--- src/rtl/fetch_sequencer.sv ---
// rtl/fetch_sequencer.sv - instruction fetch sequencer: PC -> memory request -> IR with valid/accept
// One outstanding request at a time; flushed requests are drained before returning to IDLE.
module fetch_sequencer #(
  parameter int DATA_W  = 16,
  parameter int TIMEOUT = 16,
  parameter int CNT_W   = 5
) (
  input  logic              Clock,
  input  logic              Resetn,
  input  logic              Run,
  input  logic              Flush,
  input  logic [DATA_W-1:0] PC,
  output logic [DATA_W-1:0] MemAddr,
  output logic              MemRead,
  input  logic [DATA_W-1:0] MemData,
  input  logic              MemReady,
  output logic              IncrPc,
  output logic [DATA_W-1:0] IR,
  output logic              IRValid,
  input  logic              IRAccept,
  output logic              Busy,
  output logic              Err
);

  typedef enum logic [2:0] {
    S_IDLE,
    S_ISSUE,
    S_WAIT,
    S_HOLD,
    S_DRAIN
  } state_t;

  localparam logic [CNT_W-1:0] CNT_MAX = '1;
  localparam logic [CNT_W-1:0] CNT_TO  = CNT_W'(TIMEOUT);

  state_t           state;
  logic [CNT_W-1:0] count;
  logic [CNT_W-1:0] count_inc;
  logic             expired;

  // Saturating so a disabled or long timeout can never wrap back to zero.
  assign count_inc = (count == CNT_MAX) ? count : count + 1'b1;
  assign expired   = (TIMEOUT != 0) && (count_inc >= CNT_TO);
  assign Busy      = (state != S_IDLE);

  always_ff @(posedge Clock or negedge Resetn) begin
    if (!Resetn) begin
      state   <= S_IDLE;
      count   <= '0;
      MemAddr <= '0;
      MemRead <= 1'b0;
      IncrPc  <= 1'b0;
      IR      <= '0;
      IRValid <= 1'b0;
      Err     <= 1'b0;
    end else begin
      IncrPc <= 1'b0;
      case (state)
        S_IDLE: begin
          if (Run && !Flush) state <= S_ISSUE;
        end
        S_ISSUE: begin
          if (Flush) begin
            state <= S_IDLE;
          end else begin
            MemAddr <= PC;
            MemRead <= 1'b1;
            count   <= '0;
            state   <= S_WAIT;
          end
        end
        S_WAIT: begin
          if (MemReady) begin
            MemRead <= 1'b0;
            if (Flush) begin
              state <= S_IDLE;
            end else begin
              IR      <= MemData;
              IRValid <= 1'b1;
              IncrPc  <= 1'b1;
              state   <= S_HOLD;
            end
          end else begin
            // A timeout ends the fetch outright, whether or not a flush is pending.
            count <= count_inc;
            if (expired) begin
              Err     <= 1'b1;
              MemRead <= 1'b0;
              state   <= S_IDLE;
            end else if (Flush) begin
              MemRead <= 1'b0;
              state   <= S_DRAIN;
            end
          end
        end
        S_HOLD: begin
          if (Flush) begin
            IRValid <= 1'b0;
            state   <= S_IDLE;
          end else if (IRAccept) begin
            IRValid <= 1'b0;
            state   <= Run ? S_ISSUE : S_IDLE;
          end
        end
        S_DRAIN: begin
          // The counter keeps running from WAIT: the bound covers the whole request.
          if (MemReady) begin
            state <= S_IDLE;
          end else begin
            count <= count_inc;
            if (expired) begin
              Err   <= 1'b1;
              state <= S_IDLE;
            end
          end
        end
        default: state <= S_IDLE;
      endcase
    end
  end

endmodule
--- config.mk ---
export PLATFORM = sky130hd
export DESIGN_NAME = fetch_sequencer
export DESIGN_NICKNAME = d
export VERILOG_FILES = /design/src/rtl/fetch_sequencer.sv
export SDC_FILE = /design/constraint.sdc
export NUM_CORES = 1
export LEC_CHECK = 0
export BUFFER_PORTS_ARGS = -buffer_cell sky130_fd_sc_hd__buf_2
export CAP_MARGIN = 5
export CORE_MARGIN = 10
export CORE_UTILIZATION = 43
export CTS_CLUSTER_SIZE = 30
export DETAILED_ROUTE_END_ITERATION = 12
export MAX_ROUTING_LAYER = met4
export PLACE_DENSITY = 0.75
export SLEW_MARGIN = 20
export SYNTH_ARGS = -nofsm -noshare
export SYNTH_HDL_FRONTEND = slang
export SYNTH_SLANG_ARGS = --single-unit
--- constraint.sdc ---
create_clock -name Clock -period 1.6 [get_ports Clock]
set_input_delay 0.08 -clock Clock [delete_from_list [all_inputs] [get_ports Clock]]
set_output_delay 0.08 -clock Clock [all_outputs]
set_load 0.02 [all_outputs]
# Yosys cells after proc, flatten, opt, wreduce, memory -nomap -nowiden

Cells that the tools add are included.

Register bits after elaboration: 44
Word-level logic and storage cells: 68

Add/sub/neg operators: 1
Equality and inequality tests: 13
Muxes and demuxes: 28
Reduce and logical (&&, ||, !) cells: 15
Bitwise gates (word level): 2
Magnitude comparators: 1

Operator list:

| cell                | number |
|---|---|
| $mux 3              | 8 |
| $mux 5              | 3 |
| $pmux 3 s5          | 1 |
| $reduce_and 3->1    | 4 |
| $mux 1              | 11 |
| $ne 2x2->1 const B  | 5 |
| $pmux 5 s2          | 1 |
| $reduce_and 4->1    | 2 |
| $eq 3x2->1 const B  | 2 |
| $ne 3x3->1 const B  | 2 |
| $reduce_bool 2->1   | 3 |
| $add 5x1->5 const B | 1 |
| $eq 5x5->1 const B  | 1 |
| $ge 5x5->1 const B  | 1 |
| $mux 2              | 2 |
| $ne 4x4->1 const B  | 1 |
| $pmux 1 s2          | 2 |
| $eq 3x1->1 const B  | 1 |
| $eq 3x3->1 const B  | 1 |
| $logic_not 3->1     | 1 |
| $reduce_bool 3->1   | 1 |
| $not 1->1           | 2 |
| $reduce_and 2->1    | 1 |
| $reduce_or 2->1     | 1 |
| other kinds (2)     | 2 |

# Depth between registers and ports, before layout

Gate-level depths: netlist of the first run.

Word-level depth: 6
Mapped depth: 6
Mapped depth without buffers: 4

# Least setup slack after synthesis of the first run

OpenSTA, ideal clock, no wires.

Path type: reg-to-reg
From: register state[1]
To: register IR[1]
Path slack: 0.133 ns
Period minus slack after synthesis: 1.467 ns
Setup time: 0.125 ns
Data arrival time: 1.342 ns
Cell stages (with the launch flop): 7
Buffers on the path: 3
Required time: 1.475 ns
Cell sequence: dfrtp_1 buf_6 nor2b_4 and3_1 buf_6 buf_12 mux2_4

Word-level cells in the longest chain between the ends: 2

RTL lines:

| item                       | line | source |
|---|---|---|
| start: declaration         | 36   | `state_t state;` |
| start signal: assignment   | 102  | `state <= Run ? S_ISSUE : S_IDLE;` |
| $eq 3x2->1                 | 58   | `case (state)` |
| $reduce_and 3->1 (no line) | -    |  |
| end signal: assignment     | 78   | `IR <= MemData;` |
| end: declaration           | 18   | `output logic [DATA_W-1:0] IR,` |

No other way between the ends.
A chain may end at the register's enable or synchronous reset.

# Worst setup path after layout of the first run

From: register state[2]
To: register MemAddr[12]

Word-level cells in the longest chain between the ends: 2

RTL lines:

| item                       | line | source |
|---|---|---|
| $eq 3x1->1                 | 58   |  |
| $reduce_and 2->1 (no line) | -    |  |
| end signal: assignment     | 50   | `MemAddr <= '0;` |
| end signal: assignment     | 66   | `MemAddr <= PC;` |
| end: declaration           | 13   | `output logic [DATA_W-1:0] MemAddr,` |

No other way between the ends.

==> metrics.txt, run 1 <==
status complete, no violations; synth-to-layout area growth 27.7%; I/O pin count 75; max_slew headroom 65.6%; post-synthesis sequential area ratio 56.9%; critical path type flop to flop; worst skew pair latency 0.29 ns; antenna violations before repair 0; Area after DPL 2370 um2; Slew @ Worst Pin 0.517 ns; max cap viols 0; fin crit period 1.54 ns; CTS H-tree depth 2; die height 87.1 um; first-pass GRT wire length 7120 um; CP Cell Sequence nor4b_4 -> buf_4 -> mux2_2; fill count 375; R2R depth 3; CTS tree built; via count 1385; Tcrit/Tclk final 96.4%; critical path launch point type flop; Clock Tree Buf Depth 2; CP Data Arrival Time 1.71 ns; via count of the first global-routing pass 1503; largest area contributor in the netlist dfrtp_1; r2r setup slk 0.06 ns; Synth cell types 37; Num CTS Buffers 5; hold path endpoint MemAddr[8]$_DFFE_PN0P_; Final Hold Viols 0; Post-synth EDFFs 0; Worst Path Buf+Inv 1; drt drc 0; core area 4350 um2; hpwl dp 3530 um; FMAX 648 MHz; pin count of the biggest net entering global routing 25; cell area after layout 2470 um2; TritonRoute pass-1 iters 4; Post-Syn Instances 138; Top FF cell, synth dfrtp_1; GRT Resource Usage Total 12.1%; Routed Antenna Nets 0; clk sinks 44; diode count 0; layout cells sized above 1 56.5%; RSZ-0062 raised after global routing yes; Peak VDD IR 0.869 mV; worst hold stages 2; DR vias/cell 5.04; die area 7580 um2; Mapped Area 1930 um2; Rows 24; Mapped Avg Cell Area 14.0 um2; Slew Limit Fails 0; Placed Instances 266; Leakage 0.00124 uW; clock slew at reported path FFs 0.08 ns; routed wire length 4440 um; GRT overflow 0; min-delay src PC[8]; top cells by area, synth dfrtp_1, mux2_2, mux2_4; clk_skew 0.00886 ns; starting density of the core 44.4%; FF-to-FF End MemAddr[12]$_DFFE_PN0P_; gpl congestion 0.799; port bufs 74; warnings from Yosys 0; nets 261; syn_nets 177; die width 87.1 um; final std cells w/o fill 275; hold crit path type primary input to flop; Synth top area share 56.9%; register bit total from synthesis 44; Critical Path Fanout Max 11; CP max stage cell dfrtp_1; asr flop ratio synth 100%; pwr dens 1620 nW/um2; worst path required time 1.77 ns; FF-to-FF Start state[2]$_DFFE_PN0P_; Top Family by Delay on Critical Path flip-flops; root buffer cell clkbuf_8; setup violators final 0; DRT iter0 DRCs 60; WL per Instance 16.2 um; crit path capture type flop; slowest stage delay, CP 0.47 ns
## through the flow
stage               setup TNS [ns]  worst slack [ns]  hold slack (ns)  total power (uW)  utilization [%]
CTS                              0            0.0528           0.0120              4070             56.7
finish                           0            0.0580           0.0171              4010             56.7
detailed placement               0            0.0684           0.0825              3360             54.4
global placement                 0             0.111           0.0731              3300             54.4
global route             -0.000540         -0.000540          0.00234              4270             56.7
floorplan                        0             0.133           -0.216              2750                -
## state kept, by name, indices dropped and copies added (netlist names)
signal / cells
state: 3
IRValid: 1
IR: 16
MemAddr: 16
IncrPc: 1
MemRead: 1
Err: 1
count: 5
## worst max-delay path by stage
stage,cells past startpoint,start,slack [ns],endpoint
2_1_floorplan,6,state[1]$_DFFE_PN0P_,0.13,IR[1]$_DFFE_PN0P_
3_3_place_gp,3,state[2]$_DFFE_PN0P_,0.11,MemAddr[1]$_DFFE_PN0P_
3_5_place_dp,3,state[2]$_DFFE_PN0P_,0.07,MemAddr[0]$_DFFE_PN0P_
4_1_cts,3,state[2]$_DFFE_PN0P_,0.05,MemAddr[0]$_DFFE_PN0P_
5_1_grt,3,state[2]$_DFFE_PN0P_,-0.0005,MemAddr[12]$_DFFE_PN0P_
6_report,3,state[2]$_DFFE_PN0P_,0.06,MemAddr[12]$_DFFE_PN0P_
## synth_stat cells, drive strengths merged, types with 2 or more instances
cell	count
a211o	2
a211oi	2
a21boi	3
a21oi	2
a31oi	4
and3	4
buf	6
dfrtp	44
inv	4
mux2	32
nand2	4
nand3	2
nand4	6
nor2	4
nor2b	2
o21ai	2
## cells in the final DEF, fill, tap and decap left out, types with 2 or more instances in the layout
cell and instances:
clkbuf_8 6, mux2_4 8, a21oi_1 2, buf_2 74, a31oi_1 4, mux2_2 24, nor2_1 3, o21ai_0 2
a211o_1 2, clkbuf_1 2, dfrtp_1 43, nand3_1 2, a21boi_0 3, nand4_1 6, and3_1 4, buf_4 9
nand2_1 4, inv_1 4
## logic make-up after synthesis
kind of cell    synth area share, %
compound gates                 7.50
buf+inv                        4.33
mux                            20.2
simple gates                   9.96
xor+xnor                      0.453
flops                          56.9
fa+ha+maj                     0.647
## metal layers
metal  global-route usage [%]  up-vias  share of wire [%]
met2                     18.7       61                 48
met3                     4.49        6                7.9
li1                         -      665                  -
met1                     13.9      653                 43
met5                        -        -                  0
met4                     4.57        0                1.3
## power breakdown
group / internal [uW] / switching, uW / total [uW]
Combinational: 692 / 876 / 1570
Sequential: 1510 / 228 / 1740
Clock: 352 / 348 / 700
Total: 2560 / 1450 / 4010
## repair_timing
action                                  in CTS  in global routing
resized for setup                            0                  1
buffers inserted                             0                  0
hold endpoints to repair                    22                  0
hold buffers                                 1                  0
endpoints found under the setup margin       0                  4
## worst register-to-register path: stages, from the launching register on
cell     delay (ns)
dfrtp_1        0.47
nor4b_4        0.35
buf_4          0.24
mux2_2         0.36
## layout make-up
class                   instances  area, um2  area share (%)
clock buffers                   8       90.1            3.65
inverters                       4       15.0           0.608
multi-input cells              83        749            30.3
flip-flops and latches         44       1100            44.6
well taps                      52       65.1            2.63
repair buffers                 84        448            18.1
Power figures use the tool's default switching activity.
==> inputs of run 2 (changes only) <==
--- a/config.mk
+++ b/config.mk
@@ -5,6 +5,7 @@
 export SDC_FILE = /design/constraint.sdc
 export NUM_CORES = 1
 export LEC_CHECK = 0
+export ABC_AREA = 1
 export BUFFER_PORTS_ARGS = -buffer_cell sky130_fd_sc_hd__buf_2
 export CAP_MARGIN = 5
 export CORE_MARGIN = 10
==> run 2 against run 1 <==
Effect of this change:
- first-iteration DRC count grew 97%
- area after synthesis shrank 0.26%
- final area grew 11%
- worst setup slack gained 0.12 ns
- sequential share of layout area shrank 4.6 points
- register-to-register slack gained 0.12 ns
- sequential cell count is the same
- sequential power grew 6%
- critical path type unchanged
- highest routed layer unchanged
==> metrics.txt, run 2 <==
status complete, no violations; Top Registers IR (16), MemAddr (16), count (5); pwr dens 1810 nW/um2 (+11%); root buffer cell clkbuf_8; GRT Resource Usage Total 13.9% (+1.8 points); Clock Tree Buf Depth 2 (unchanged); RSZ-0062 raised after global routing no; Critical Path Fanout Max 11 (unchanged); core area 4350 um2 (unchanged); r2r setup slk 0.18 ns (+0.12 ns); Leakage 0.00155 uW (+24%); post-synthesis sequential area ratio 57.1% (+0.15 points); CTS tree built; DRT iter0 DRCs 118 (+97%); die area 7570 um2 (-0.20%); clk_skew 0.00417 ns (-0.00469 ns); worst skew pair latency 0.30 ns (about the same); WL per Instance 13.6 um (-16%); Rows 24 (unchanged); Setup Total Neg Slack 0 ns (unchanged); power share of the sequential group 37.2% (-6.2 points); drt drc 0 (unchanged); fin crit period 1.42 ns (-0.124 ns); switch share 39.0% (+2.8 points); pin count of the biggest net entering global routing 24 (-4.0%); Synth cell types 19 (-49%); Mapped Area 1930 um2 (-0.26%); via count of the first global-routing pass 1709 (+14%); total power 4970 uW (+24%); CP Data Arrival Time 1.61 ns (-0.10 ns); register bit total from synthesis 44 (unchanged); CTS H-tree depth 2 (unchanged); Comb pwr share 44.8% (+5.7 points); Int Pwr 3030 uW (+19%); gpl congestion 0.915 (+14%); hpwl dp 3500 um (-0.78%); DR vias/cell 4.60 (-8.7%); via count 1650 (+19%); Tcrit/Tclk final 88.6% (-7.7 points); hold crit path type primary input to flop; TritonRoute pass-1 iters 4 (unchanged); Mapped Avg Cell Area 9.79 um2 (-30%); clk sinks 44 (unchanged); I/O pin count 75 (unchanged); die width 87.0 um (about the same); Final Hold Viols 0 (unchanged); crit path capture type flop; max_slew headroom 66.7% (+1.1 points); Synth top cells by count nand2_1, dfrtp_1, inv_1; max cap viols 0 (unchanged); clock slew at reported path FFs 0.08 ns (about the same); warnings from Yosys 0 (unchanged); first-pass GRT wire length 8290 um (+16%); Peak VDD IR 0.836 mV (-3.8%); syn_nets 236 (+33%); GRT overflow 0 (unchanged); Routed Antenna Nets 0 (unchanged); Post-Syn Instances 197 (+43%); layout cells sized above 1 38.1% (-18 points); top cells by area, synth dfrtp_1, nand2_1, mux2_4; Hold Slack 0.00941 ns (-0.00767 ns); commonest cells after routing, fill and taps aside nand2_1, buf_2, dfrtp_1, dlygate4sd3_1, inv_1; Slew Limit Fails 0 (unchanged); asr flop ratio synth 100% (unchanged); worst path required time 1.79 ns (+0.02 ns); commonest non-fill, non-tap cell in the layout nand2_1; FMAX 705 MHz (+8.7%); Post-synth EDFFs 0 (unchanged); starting density of the core 44.3% (-0.11 points); diode count 0 (unchanged); nets 345 (+32%); count leader, synth nand2_1; critical path type flop to flop; critical path launch point type flop; Clock Power Share 18.0% (+0.5 points); Top FF cell, synth dfrtp_1; synth-to-layout area growth 42.5%; routed wire length 4900 um (+10%); port bufs 74 (unchanged); antenna violations before repair 0 (unchanged); Psw 1940 uW (+34%); die height 87.0 um (about the same); largest area contributor in the netlist dfrtp_1; setup violators final 0 (unchanged); Slew @ Worst Pin 0.500 ns (-0.0171 ns); Synth top area share 57.1% (+0.15 points); Num CTS Buffers 5 (unchanged)
-- run 2: final timing paths --
kind | from | to | cells past startpoint
max in group asynchronous | Resetn | IR[11]$_DFFE_PN0P_ | 3
worst max register to register | state[0]$_DFFE_PN0P_ | IR[8]$_DFFE_PN0P_ | 7
worst max-delay path | state[0]$_DFFE_PN0P_ | IR[8]$_DFFE_PN0P_ | 7
worst min-delay path | PC[4] | MemAddr[4]$_DFFE_PN0P_ | 2
min in group asynchronous | Resetn | count[1]$_DFFE_PN0P_ | 2
worst min register to register | Err$_DFFE_PN0P_ | Err$_DFFE_PN0P_ | 2
-- run 2: cell type report --
class                   count  area [um2]
inverters                  19        73.8
clock buffers               6        82.6
flip-flops and latches     44        1100
repair buffers            106         673
well taps                  52        65.1
clock inverters             2        38.8
multi-input cells         130         716
fillers                   359        1600
-- run 2: cell families after synthesis --
| logic type | synth area share (%) |
|---|---|
| flops | 57.1 |
| fa+ha+maj | 0.648 |
| buf+inv | 5.84 |
| mux | 10.9 |
| simple gates | 24.0 |
| compound gates | 1.56 |
-- run 2: power groups by stage --
stage	combinational, uW	sequential [uW]	clock (uW)
after global routing	2450	1910	968
final	2230	1850	894
after global placement	2080	1850	0
after CTS	2160	1850	930
after floorplan	902	2370	0
after detailed placement	2120	1850	0
-- run 2: metal layers --
metal  GRT usage, %  share of wire (%)  vias to the layer above
li1               -                  -                      832
met5              -                  0                        -
met3           6.18                 10                        7
met2           20.8                 46                       63
met4           3.98                1.1                        0
met1           16.4                 42                      748
-- run 2: through the flow --
step | util [%] | setup slack (ns) | cell area (um2) | cells
6_report | 63.2 | 0.182 | 2750 | 359
5_1_grt | 63.2 | 0.00353 | 2750 | 359
4_1_cts | 61.4 | 0.130 | 2670 | 349
3_5_place_dp | 54.0 | 0.153 | 2350 | 321
3_3_place_gp | 54.0 | 0.193 | 2350 | 321
2_1_floorplan | - | 0.306 | 1930 | 197
-- run 2: repair_timing --
action	4_1_cts	5_1_grt
resized for setup	0	2
endpoints found under the hold margin	40	0
buffers inserted	0	10
setup endpoints to repair	0	8
hold buffers	20	0
-- run 2: critical path, stage by stage (launching register included) --
cell and delay (ns):
dfrtp_1 0.45, inv_1 0.14, nand3_2 0.12, inv_1 0.10, nand2_2 0.15, buf_4 0.23
nand2_1 0.07, nand2_1 0.05
==> inputs of run 3 (changes only) <==
--- a/config.mk
+++ b/config.mk
@@ -8,13 +8,14 @@
 export ABC_AREA = 1
 export BUFFER_PORTS_ARGS = -buffer_cell sky130_fd_sc_hd__buf_2
 export CAP_MARGIN = 5
+export CELL_PAD_IN_SITES_DETAIL_PLACEMENT = 1
+export CELL_PAD_IN_SITES_GLOBAL_PLACEMENT = 2
 export CORE_MARGIN = 10
-export CORE_UTILIZATION = 43
+export CORE_UTILIZATION = 25
 export CTS_CLUSTER_SIZE = 30
 export DETAILED_ROUTE_END_ITERATION = 12
 export MAX_ROUTING_LAYER = met4
-export PLACE_DENSITY = 0.75
-export SLEW_MARGIN = 20
+export PLACE_DENSITY_LB_ADDON = 0.1
 export SYNTH_ARGS = -nofsm -noshare
 export SYNTH_HDL_FRONTEND = slang
 export SYNTH_SLANG_ARGS = --single-unit
==> run 3 against run 2 <==
Effect of this change:
- hold slack gained 0.0074 ns
- combinational power about the same
- clock-buffer cell count unchanged
- clock skew rose by 0.0055 ns
- routed wire length up 18%
- sequential power hardly changed
- worst setup slack better by 0.065 ns
- cell count rose by 14%
- total power decreased by 0.21%
- maximum frequency is 4.8% higher
- critical path depth unchanged
- non-clock buffer count grew 3
- critical endpoint is now state[0]$_DFFE_PN0P_
- largest power group unchanged
- highest routed layer unchanged
==> metrics.txt, run 3 (same netlist as run 2, synthesis figures left out) <==
status complete, no violations; starting density of the core 26.2% (-18 points); FMAX 739 MHz (+4.8%); fill count 873 (+140%); pwr dens 1740 nW/um2 (-3.7%); DRT iter0 DRCs 24 (-80%); Top Registers IR (16), MemAddr (16), count (5); Peak VDD IR 0.560 mV (-33%); WL per Instance 14.1 um (+3.4%); port bufs 74 (unchanged); first-pass GRT wire length 9580 um (+16%); Critical Path Fanout Max 3 (-8); CTS tree built; Clock Tree Buf Depth 2 (unchanged); root buffer cell clkbuf_8; clock slew at reported path FFs 0.09 ns (about the same); GRT Resource Usage Total 10.5% (-3.3 points); commonest non-fill, non-tap cell in the layout nand2_1; fin crit period 1.35 ns (-0.0648 ns); hold crit path type primary input to flop; via count 1688 (+2.3%); crit path capture type flop; antenna violations before repair 0 (unchanged); nets 348 (+0.87%); hpwl dp 4300 um (+23%); TritonRoute pass-1 iters 4 (unchanged); routed wire length 5770 um (+18%); clk_skew 0.00970 ns (+0.00554 ns); max_slew headroom 81.5% (+15 points); Resized Gates After CTS 0 (unchanged); Routed Antenna Nets 0 (unchanged); Int Pwr 2990 uW (-1.2%); core area 7370 um2 (+69%); switch share 39.6% (+0.60 points); commonest cells after routing, fill and taps aside nand2_1, buf_2, dfrtp_1, dlygate4sd3_1, inv_1; I/O pin count 75 (unchanged); setup violators final 0 (unchanged); Num CTS Buffers 5 (unchanged); Slew @ Worst Pin 0.277 ns (-0.223 ns); pin count of the biggest net entering global routing 45 (+88%); Clock Power Share 18.3% (+0.3 points); worst path required time 1.78 ns (about the same); GRT overflow 0 (unchanged); die width 108 um (+24%); Setup Total Neg Slack 0 ns (unchanged); Tcrit/Tclk final 84.6% (-4.1 points); Slew Limit Fails 0 (unchanged); via count of the first global-routing pass 1902 (+11%); die height 108 um (+24%); CTS H-tree depth 2 (unchanged); Final Hold Viols 0 (unchanged); critical path launch point type flop; DR vias/cell 4.13 (-10%); Core Util, Final 38.7% (-25 points); max cap viols 0 (unchanged); synth-to-layout area growth 47.7%; Leakage 0.00156 uW (+0.92%); die area 11600 um2 (+54%); critical path type flop to flop; Comb pwr share 44.6% (-0.2 points); layout cells sized above 1 36.1% (-2.0 points); CP Data Arrival Time 1.54 ns (-0.07 ns); diode count 0 (unchanged); worst skew pair latency 0.30 ns (about the same); gpl congestion 0.676 (-26%); clk sinks 44 (unchanged); power share of the sequential group 37.1% (about the same); Psw 1970 uW (+1.3%); drt drc 0 (unchanged); RSZ-0062 raised after global routing no; Rows 31 (+29%)
[run 3: final cells by class]
cell class	instances	area (um2)	share of cell area, %
clock buffer	6	82.6	2.90
tap	99	124	4.35
sequential	44	1100	38.6
clock inverter	2	38.8	1.36
timing repair buffer	109	716	25.1
inverter	19	71.3	2.50
multi-input combinational	130	716	25.1
[run 3: repair_timing]
action	CTS	global route
endpoints found under the hold margin	70	1
buffers inserted	0	0
endpoints found under the setup margin	0	0
hold buffers	27	1
[run 3: power groups by stage]
stage          logic [uW]  clock network (uW)  registers (uW)
6_report             2210                 910            1840
5_1_grt              2440                 998            1910
4_1_cts              2280                 958            1850
3_5_place_dp         2220                   0            1860
3_3_place_gp         2240                   0            1850
2_1_floorplan         902                   0            2370
[run 3: path summary, 6_finish.rpt]
| path | startpoint | slack, ns | cells after the start | endpoint |
|---|---|---|---|---|
| setup / recovery | count[0]$_DFFE_PN0P_ | 0.25 | 7 | state[0]$_DFFE_PN0P_ |
| min in group asynchronous | Resetn | 0.29 | 3 | IR[2]$_DFFE_PN0P_ |
| setup reg to reg | count[0]$_DFFE_PN0P_ | 0.25 | 7 | state[0]$_DFFE_PN0P_ |
| hold reg to reg | Err$_DFFE_PN0P_ | 0.47 | 2 | Err$_DFFE_PN0P_ |
| max in group asynchronous | Resetn | 1.08 | 3 | state[1]$_DFFE_PN0P_ |
| hold / removal | PC[1] | 0.02 | 2 | MemAddr[1]$_DFFE_PN0P_ |
[run 3: critical path, stage by stage, from the launching register on]
cell     delay (ns)
dfrtp_1        0.39
ha_1           0.22
nand3_1        0.12
nand3_1        0.11
nor2_1         0.15
nand2_1        0.11
nand3_1        0.09
nand2_1        0.05
[run 3: metrics by stage]
step                      std cells  setup WS [ns]  power [uW]  instance area (um2)  hold slack [ns]
after CTS                       408          0.224        5080                 2840         0.000164
after floorplan                 197          0.306        3270                 1930           -0.216
after global placement          373          0.205        4090                 2450           0.0862
final                           409          0.247        4960                 2850           0.0168
after global routing            409         0.0965        5350                 2850          0.00127
after detailed placement        373          0.242        4080                 2450           0.0860
[run 3: per-layer routing]
metal  GRT usage, %  vias to the layer above  wire length, um
met3           2.63                        2              166
met5              -                        -                0
met1           12.1                      821             2450
met4           2.29                        0               25
met2           18.0                       27             3130
li1               -                      838                -
